===== src/rtl/draw_sprites_pkg.sv =====
// Shared types and constants for the sprite overlay pipeline.
// Imported by the timing interface, the address generator and the top.
package draw_pkg;

    localparam int COLOR_W = 12;
    localparam int CNT_W   = 11;

    localparam logic [COLOR_W-1:0] KEY_DEFAULT = 12'hF0F;

    typedef enum logic [1:0] {
        ROT_UP    = 2'd0,
        ROT_RIGHT = 2'd1,
        ROT_DOWN  = 2'd2,
        ROT_LEFT  = 2'd3
    } rot_t;

    typedef struct packed {
        logic [CNT_W-1:0]   hcount;
        logic [CNT_W-1:0]   vcount;
        logic               hsync;
        logic               vsync;
        logic               hblnk;
        logic               vblnk;
        logic [COLOR_W-1:0] rgb;
    } vid_t;

endpackage


===== src/rtl/draw_sprites_if.sv =====
// XGA timing bus: counters, syncs, blanking and one pixel colour.
// The master drives the bus, slaves only observe it.
interface draw_sprites_if;
    import draw_pkg::*;

    logic [CNT_W-1:0]   hcount;
    logic [CNT_W-1:0]   vcount;
    logic               hsync;
    logic               vsync;
    logic               hblnk;
    logic               vblnk;
    logic [COLOR_W-1:0] rgb;

    modport master (
        output hcount, vcount, hsync, vsync, hblnk, vblnk, rgb
    );

    modport slave (
        input hcount, vcount, hsync, vsync, hblnk, vblnk, rgb
    );

endinterface


===== src/rtl/draw_sprites_addr_gen.sv =====
// One sprite channel: frame-start shadow, window test, rotation
// transform and the registered ROM address.
module sprite_addr_gen
    import draw_pkg::*;
#(
    parameter int SPR_W  = 64,
    parameter int ADDR_W = 12
) (
    input  logic              pclk,
    input  logic              rst,
    draw_sprites_if.slave     vid,
    input  logic [CNT_W-1:0]  xpos,
    input  logic [CNT_W-1:0]  ypos,
    input  logic [1:0]        rotation,
    input  logic              visible,
    output logic [ADDR_W-1:0] pixel_addr,
    output logic              hit
);

    localparam int LW = ADDR_W / 2;
    localparam logic [CNT_W:0] SPAN = (CNT_W + 1)'(SPR_W);

    logic [CNT_W-1:0]  sh_x;
    logic [CNT_W-1:0]  sh_y;
    rot_t              sh_rot;
    logic              sh_vis;
    logic              frame_start;
    logic              in_x;
    logic              in_y;
    logic              hit_now;
    logic [LW-1:0]     lx;
    logic [LW-1:0]     ly;
    logic [LW-1:0]     mx;
    logic [LW-1:0]     my;
    logic [ADDR_W-1:0] addr_now;

    assign frame_start = (vid.hcount == '0) && (vid.vcount == '0);

    // Placement is sampled once per frame so a frame never tears
    always_ff @(posedge pclk or posedge rst) begin
        if (rst) begin
            sh_x   <= '0;
            sh_y   <= '0;
            sh_rot <= ROT_UP;
            sh_vis <= 1'b0;
        end else if (frame_start) begin
            sh_x   <= xpos;
            sh_y   <= ypos;
            sh_rot <= rot_t'(rotation);
            sh_vis <= visible;
        end
    end

    // Window bounds use one extra bit so a sprite near 2047 never wraps
    always_comb begin
        in_x = ({1'b0, vid.hcount} >= {1'b0, sh_x}) &&
               ({1'b0, vid.hcount} <  ({1'b0, sh_x} + SPAN));
        in_y = ({1'b0, vid.vcount} >= {1'b0, sh_y}) &&
               ({1'b0, vid.vcount} <  ({1'b0, sh_y} + SPAN));
        hit_now = sh_vis && in_x && in_y;
    end

    // Local coords are only meaningful inside the window; W-1-c == ~c
    assign lx = LW'(vid.hcount - sh_x);
    assign ly = LW'(vid.vcount - sh_y);
    assign mx = ~lx;
    assign my = ~ly;

    // Rotation picks which local axis becomes the ROM row
    always_comb begin
        addr_now = '0;
        unique case (sh_rot)
            ROT_UP:    addr_now = {ly, lx};
            ROT_RIGHT: addr_now = {mx, ly};
            ROT_DOWN:  addr_now = {my, mx};
            ROT_LEFT:  addr_now = {lx, my};
        endcase
    end

    // Address goes to the ROM; hit travels alongside to meet its data
    always_ff @(posedge pclk or posedge rst) begin
        if (rst) begin
            pixel_addr <= '0;
            hit        <= 1'b0;
        end else begin
            pixel_addr <= hit_now ? addr_now : '0;
            hit        <= hit_now;
        end
    end

endmodule


===== src/rtl/draw_sprites.sv =====
// Sprite overlay: N_SPR channels over a background, index priority,
// colour-key transparency and per-frame overlap flags.
module draw_sprites
    import draw_pkg::*;
#(
    parameter int                 N_SPR   = 2,
    parameter int                 SPR_W   = 64,
    parameter logic [COLOR_W-1:0] KEY_RGB = KEY_DEFAULT,
    parameter int                 ADDR_W  = 12
) (
    input  logic                      pclk,
    input  logic                      rst,
    input  logic [CNT_W-1:0]          hcount_in,
    input  logic [CNT_W-1:0]          vcount_in,
    input  logic                      hsync_in,
    input  logic                      vsync_in,
    input  logic                      hblnk_in,
    input  logic                      vblnk_in,
    input  logic [COLOR_W-1:0]        rgb_in,
    input  logic [N_SPR*CNT_W-1:0]    xpos,
    input  logic [N_SPR*CNT_W-1:0]    ypos,
    input  logic [N_SPR*2-1:0]        rotation,
    input  logic [N_SPR-1:0]          visible,
    output logic [N_SPR*ADDR_W-1:0]   pixel_addr,
    input  logic [N_SPR*COLOR_W-1:0]  rgb_pixel,
    output logic [CNT_W-1:0]          hcount_out,
    output logic [CNT_W-1:0]          vcount_out,
    output logic                      hsync_out,
    output logic                      vsync_out,
    output logic                      hblnk_out,
    output logic                      vblnk_out,
    output logic [COLOR_W-1:0]        rgb_out,
    output logic [N_SPR-1:0]          collision
);

    draw_sprites_if vin ();

    assign vin.hcount = hcount_in;
    assign vin.vcount = vcount_in;
    assign vin.hsync  = hsync_in;
    assign vin.vsync  = vsync_in;
    assign vin.hblnk  = hblnk_in;
    assign vin.vblnk  = vblnk_in;
    assign vin.rgb    = rgb_in;

    vid_t               d1;
    vid_t               d2;
    vid_t               d3;
    logic [N_SPR-1:0]   hit_d1;
    logic [N_SPR-1:0]   hit_d2;
    logic [N_SPR-1:0]   opaque;
    logic [N_SPR-1:0]   overlap;
    logic [N_SPR-1:0]   sticky;
    logic [COLOR_W-1:0] pix_sel;
    logic [COLOR_W-1:0] rgb_q;
    logic               frame_start;

    assign frame_start = (vin.hcount == '0) && (vin.vcount == '0);

    for (genvar i = 0; i < N_SPR; i++) begin : g_spr
        sprite_addr_gen #(
            .SPR_W  (SPR_W),
            .ADDR_W (ADDR_W)
        ) u_addr (
            .pclk       (pclk),
            .rst        (rst),
            .vid        (vin),
            .xpos       (xpos[i*CNT_W +: CNT_W]),
            .ypos       (ypos[i*CNT_W +: CNT_W]),
            .rotation   (rotation[i*2 +: 2]),
            .visible    (visible[i]),
            .pixel_addr (pixel_addr[i*ADDR_W +: ADDR_W]),
            .hit        (hit_d1[i])
        );
    end

    // Lowest opaque index wins; walking down lets index 0 land last
    always_comb begin
        opaque  = '0;
        pix_sel = d2.rgb;
        for (int i = N_SPR - 1; i >= 0; i--) begin
            opaque[i] = hit_d2[i] &&
                (rgb_pixel[i*COLOR_W +: COLOR_W] != KEY_RGB);
            if (opaque[i]) begin
                pix_sel = rgb_pixel[i*COLOR_W +: COLOR_W];
            end
        end
        overlap = ((opaque & (opaque - N_SPR'(1))) != '0) ? opaque : '0;
    end

    // Timing rides three registers; colour is resolved on the last one
    always_ff @(posedge pclk or posedge rst) begin
        if (rst) begin
            d1     <= '0;
            d2     <= '0;
            d3     <= '0;
            hit_d2 <= '0;
            rgb_q  <= '0;
        end else begin
            d1 <= '{hcount: vin.hcount, vcount: vin.vcount,
                    hsync:  vin.hsync,  vsync:  vin.vsync,
                    hblnk:  vin.hblnk,  vblnk:  vin.vblnk,
                    rgb:    vin.rgb};
            d2     <= d1;
            d3     <= d2;
            hit_d2 <= hit_d1;
            rgb_q  <= (d2.hblnk || d2.vblnk) ? '0 : pix_sel;
        end
    end

    // Overlaps accumulate per frame; the frame-start hit seeds the new one
    always_ff @(posedge pclk or posedge rst) begin
        if (rst) begin
            sticky    <= '0;
            collision <= '0;
        end else if (frame_start) begin
            collision <= sticky;
            sticky    <= overlap;
        end else begin
            sticky <= sticky | overlap;
        end
    end

    assign hcount_out = d3.hcount;
    assign vcount_out = d3.vcount;
    assign hsync_out  = d3.hsync;
    assign vsync_out  = d3.vsync;
    assign hblnk_out  = d3.hblnk;
    assign vblnk_out  = d3.vblnk;
    assign rgb_out    = rgb_q;

endmodule


===== config.mk =====
export PLATFORM = sky130hd
export DESIGN_NAME = draw_sprites
export DESIGN_NICKNAME = d
export VERILOG_FILES = /design/src/rtl/draw_sprites_pkg.sv /design/src/rtl/draw_sprites_if.sv /design/src/rtl/draw_sprites_addr_gen.sv /design/src/rtl/draw_sprites.sv
export SDC_FILE = /design/constraint.sdc
export NUM_CORES = 1
export LEC_CHECK = 0
export ABC_AREA = 1
export BUFFER_PORTS_ARGS = -buffer_cell sky130_fd_sc_hd__clkbuf_2
export CORE_MARGIN = 10
export CORE_UTILIZATION = 60
export DETAILED_ROUTE_END_ITERATION = 8
export PLACE_DENSITY = 0.86
export SYNTH_ARGS = -nofsm -noshare
export SYNTH_HDL_FRONTEND = slang
export SYNTH_SLANG_ARGS = --single-unit

===== constraint.sdc =====
create_clock -name pclk -period 16.55 [get_ports pclk]
set_clock_uncertainty 0.05 [all_clocks]
set_input_delay 0.8275 -clock pclk [delete_from_list [all_inputs] [get_ports pclk]]
set_output_delay 0.8275 -clock pclk [all_outputs]
set_load 0.01 [all_outputs]

* Word-level counts from Yosys, hierarchy flattened
Cells that the tools add are included.
** Operators by class
- $add $sub $neg :: 9
- Order comparisons :: 8
- Equality and inequality tests :: 8
- Multiplexer cells :: 9
- Bitwise logic cells :: 6
- Reductions and logical operators :: 17
** Operators by type and width (number)
- $pmux 12 s4 :: 2
- $mux 12 :: 5
- $add 11x7->12 const B :: 4
- $lt 11x12->1 :: 4
- $ge 11x11->1 :: 4
- $ne 12x12->1 const B :: 2
- $not 6->6 :: 4
- $sub 6x6->6 :: 4
- $logic_not 11->1 :: 2
- $logic_and 1x1->1 :: 11
- $eq 2x2->1 const B :: 4
- $eq 2x1->1 const B :: 2
- $logic_not 2->1 :: 2
- $mux 2 :: 2
- $and 2x2->2 :: 1
- $or 2x2->2 :: 1
- $reduce_bool 2->1 :: 1
- $sub 2x1->2 const B :: 1
- $logic_or 1x1->1 :: 1
** Word-level totals
- Register bits :: 196
- Input bits :: 114
- Output and inout bits :: 64
- Logic and storage cells :: 93

* Longest topological paths before layout
- Word-level depth :: 8
- Mapped depth :: 15
- Mapped depth without buffers :: 15

* Modules after synthesis
A second synthesis with hierarchy kept.
** Unflattened totals
- Cell total of the unflattened synthesis :: 1083
- Area total of the unflattened synthesis :: 9820.7 sq um
** Modules (own cells, without submodules)
- draw_sprites :: instances 1, cells an instance 268, area an instance 3702.3 sq um, sequential area each 3002.9 sq um
- sprite_addr_gen (g_spr[0].u_addr) :: instances 1, cells an instance 414, area an instance 3166.8 sq um, sequential area each 950.9 sq um
- sprite_addr_gen (g_spr[1].u_addr) :: instances 1, cells an instance 401, area an instance 2951.6 sq um, sequential area each 950.9 sq um

* Worst setup path after synthesis
Ideal clock, no wire load.
- Kind :: input -> register
- Start :: input port vcount_in[0]
- End :: register g_spr[1].u_addr.pixel_addr[0]
- Data arrival time :: 2270 ps
- Data required time :: 16414 ps
- Setup slack :: 14144 ps
- Stages :: 14
- Buffers on the path :: 1
- Path through :: inv_1 -> ha_1 -> inv_1 -> fa_1 -> nand3_1 -> nand2_1 -> nand2_1 -> nand2_1 -> nand2_1 -> nand2_1 -> nand2_1 -> nand2_1 -> buf_2 -> nor3_1
** Between the ends
- Word-level cells in the longest chain between the ends :: 4
** RTL lines
- start: declaration :: line draw_sprites.sv:14 : input logic [CNT_W-1:0] vcount_in,
- $sub 6x6->6, or another cell as far along :: line draw_sprites_addr_gen.sv:65 : assign ly = LW'(vid.vcount - sh_y);
- $not 6->6 / $logic_and 1x1->1 (equally long branches) :: line draw_sprites_addr_gen.sv:67, draw_sprites_addr_gen.sv:58
- $pmux 12 s4 / $logic_and 1x1->1 (equally long branches) :: line draw_sprites_addr_gen.sv:72, draw_sprites_addr_gen.sv:60
- $mux 12 * :: line draw_sprites_addr_gen.sv:86 : pixel_addr <= hit_now ? addr_now : '0;
- end signal: assignment :: line draw_sprites_addr_gen.sv:86
- end: declaration :: line draw_sprites_addr_gen.sv:16 : output logic [ADDR_W-1:0] pixel_addr,
Every way passes the cells marked *; elsewhere a longest branch is shown, timed or not.
A chain may end at the register's enable or synchronous reset.

* Worst setup path after layout
- Start :: input port vcount_in[8]
- End :: register g_spr[1].u_addr.sh_y[1]
** Between the ends
- Word-level cells in the longest chain between the ends :: 2
** RTL lines
- $logic_not 11->1 :: line draw_sprites_addr_gen.sv:37 : assign frame_start = (vid.hcount == '0) && (vid.vcount == '0);
- $logic_and 1x1->1 :: line draw_sprites_addr_gen.sv:37
- end signal: assignment :: line draw_sprites_addr_gen.sv:48 : sh_y <= ypos;
- end: declaration :: line draw_sprites_addr_gen.sv:24 : logic [CNT_W-1:0] sh_y;
Every way passes these cells.

==> metrics.csv <==
stage,metric,value,unit
status,outcome,finished clean,
final_layout,Final Cell Area,11000,µm²
sta,RSZ-0062 raised after global routing,no,
global_route,vias in the first global route,7783,
cts,post-CTS setup buffer count,0,
critical_path,Critical Path AT,3.12,ns
cts,CTS Sinks,196,
sta,Least-Margin Pin Slew,1.08,ns
sta,Final min period,2.89,ns
sta,Final setup violation count,0,
sta,max-slew violation count,0,
final_layout,Final nets,1424,
critical_path,"Data required, critical path",16.78,ns
critical_path,CP max stage delay,0.68,ns
cts,"Hold-fix buffers, CTS",0,
routing,final wirelength,23.6,mm
synthesis,#FFs+latches synth,196,
critical_path,CP startpoint kind,primary input,
synthesis,synthesized area,9440,µm²
job,maxcap violations,0,
final_layout,synth-to-layout area growth,17.1,%
floorplan,starting density of the core,0.616,
sta,setup TNS,0,ns
sta,Hold Worst Slack,0.296,ns
routing,# DRC,0,
critical_path,worst path cell trace,clkbuf_2 > or2_1 > nor4_1 > nand3_1 > inv_2 > buf_4 > o21ai_0,
synthesis,Syn Area/Cell,8.83,µm²
critical_path,slowest CP cell,buf_4,
sta,Fmax achieved,346,MHz
final_layout,filler instances,1125,
cts,CTS resizes,0,
pwr,leakage power,6.20,nW
pwr,PwrDens,90.7,nW/µm²
final_layout,ant diodes,0,
routing,initial DRC count,643,
critical_path,critical path class,in -> reg,
floorplan,Cell Rows,45,
sta,Final Hold Viols,0,
global_route,initial antenna violation count,0,
routing,remaining antenna violation count,0,
global_route,wire length of the first global-routing pass,38.4,mm
global_route,largest net degree at the start of global routing,108,
place,Buffers on Ports,177,
synthesis,YS warnings,0,
critical_path,Crit. End Element,flip-flop,
floorplan,chip width,145,µm
cts,H-tree Lvls,4,
cts,clk_lat worst skew,0.44,ns
floorplan,core area,15300,µm²
final_layout,combined area of the multi-input logic cells,3780,µm²
cts,TritonCTS Buffers,17,
cts,Root Driver,clkbuf_16,
global_route,All-Layer GR Usage,0.223,
place,final HPWL from detailed placement,17.4,mm
final_layout,Seq. cell area,4900,µm²
hold_path,worst hold path class,reg -> reg,
synthesis,Synth cell types,28,
routing,via count,7696,
floorplan,I/O Pins,178,
floorplan,Die Y,145,µm
routing,routed len/inst,16.1,µm
cts,CTS tree,done,
floorplan,die area,21100,µm²
routing,DRT Pass-1 Iters,7,
cts,"Clk pin slew, worst setup/hold paths",0.07,ns
synthesis,post-synthesis cell count,1068,
sta,final critical-path share of the clock period,0.174,
critical_path,"Max FO, Critical Path",85,
global_route,total grt overflow,0,
pwr,maximum vdd drop,85.9,µV
final_layout,share of layout cells above drive strength 1,0.171,
place,Placer Congestion,0.936,
cts,Max clock buf depth,2,
synthesis,sequential share of the synthesized area,0.520,
sta,slew margin rel.,0.282,
place,placed instance area,10400,µm²
routing,vias per cell,5.27,
synthesis,Post-Syn Nets,1254,
-- cell families after synthesis --
family	share of synthesized area
XOR/XNOR	0.0269
AO/OA/AOI/OAI	0.0570
buffers and inverters	0.0800
adder cells (fa/ha/maj)	0.0987
AND/OR/NAND/NOR	0.218
flip-flops	0.520
-- cells in the mapped netlist --
master / count / area, µm²
a21oi_1: 29 / 145
ha_1: 68 / 851
xnor2_1: 6 / 52.6
clkbuf_1: 7 / 26.3
o21a_1: 3 / 22.5
buf_6: 3 / 33.8
inv_1: 152 / 571
or2_1: 2 / 12.5
nand3_1: 93 / 465
dfrtp_1: 196 / 4900
o21ai_1: 26 / 130
buf_8: 3 / 45.0
buf_2: 15 / 75.1
and3_1: 1 / 6.26
o21ai_2: 2 / 17.5
a21o_1: 5 / 37.5
o21ai_0: 31 / 155
nand3b_1: 6 / 45.0
nand2_1: 292 / 1100
fa_1: 4 / 80.1
xor2_1: 23 / 201
nor4_1: 6 / 37.5
nor2_1: 62 / 233
a21boi_0: 1 / 7.51
inv_2: 1 / 3.75
nor3_1: 14 / 70.1
nand4_1: 14 / 87.6
o31ai_1: 3 / 22.5
-- worst max-delay path: cells and delay by family --
family / cells / cell delay (ns)
AOI/OAI and AO/OA: 1 / 0.19
buffers and inverters: 3 / 1.13
and+or+nand+nor: 3 / 0.91
-- layout make-up --
class,instances,area share
flip-flops and latches,196,0.444
multi-input cells,691,0.342
repair buffers,179,0.0815
inverters,153,0.0527
clock buffers,19,0.0410
well taps,211,0.0239
clock inverters,12,0.0151
-- flip-flops by register name, summed over array words and instances (netlist names), 2 cells and up --
name and cells:
d2 38, g_spr.u_addr.sh_vis 2, hcount_out 11, g_spr.u_addr.sh_x 22, g_spr.u_addr.pixel_addr 24, g_spr.u_addr.hit 2
rgb_out 12, collision 2, g_spr.u_addr.sh_rot 4, vcount_out 11, sticky 2, hit_d2 2
g_spr.u_addr.sh_y 22, d1 38
-- power breakdown --
| group | switching [mW] | leakage [nW] | internal, mW |
|---|---|---|---|
| Clock | 0.190 | 0.300 | 0.236 |
| Sequential | 0.00385 | 2.26 | 0.492 |
| Combinational | 0.0508 | 3.64 | 0.0283 |
-- worst paths after layout --
kind	startpoint	to	slack (ns)	cells past startpoint
worst max-delay path	vcount_in[8]	g_spr[1].u_addr.sh_y[1]$_DFFE_PP0P_	13.66	7
worst min-delay path	d1[0]$_DFF_PP0_	d2[0]$_DFF_PP0_	0.30	0
worst max register to register	g_spr[0].u_addr.sh_y[6]$_DFFE_PP0P_	g_spr[0].u_addr.hit$_DFF_PP0_	14.18	12
worst min register to register	d1[0]$_DFF_PP0_	d2[0]$_DFF_PP0_	0.30	0
max in group asynchronous	rst	g_spr[1].u_addr.pixel_addr[0]$_DFF_PP0_	14.46	3
min in group asynchronous	rst	g_spr[0].u_addr.pixel_addr[6]$_DFF_PP0_	0.47	2
-- cells in the final DEF (no fill, tap or decap), types with 17 or more instances in the layout --
cell | synthesis | routed
a21oi_1 | 29 | 29
clkbuf_16 | 0 | 17
clkbuf_2 | 0 | 177
dfrtp_1 | 196 | 196
ha_1 | 68 | 68
inv_1 | 152 | 151
nand2_1 | 292 | 292
nand3_1 | 93 | 93
nor2_1 | 62 | 62
o21ai_0 | 31 | 31
o21ai_1 | 26 | 26
xor2_1 | 23 | 23
-- metrics by stage --
step	setup slack (ns)	util	std cells	total power [mW]
after global placement	13.42	0.681	1430	0.581
after CTS	13.68	0.721	1461	1.00
after floorplan	10.33	-	1068	0.546
after global routing	13.45	0.721	1461	1.04
final	13.66	0.721	1461	1.00
after detailed placement	13.23	0.681	1430	0.584
-- layer usage --
metal  GRT usage  vias to the layer above  part of all wire
met2       0.381                      339              0.50
met4      0.0794                        0             0.025
met5           0                        -                 0
li1            -                     3730                 -
met1       0.269                     3564              0.41
met3      0.0553                       63             0.073
(Power assumes the default switching activity.)
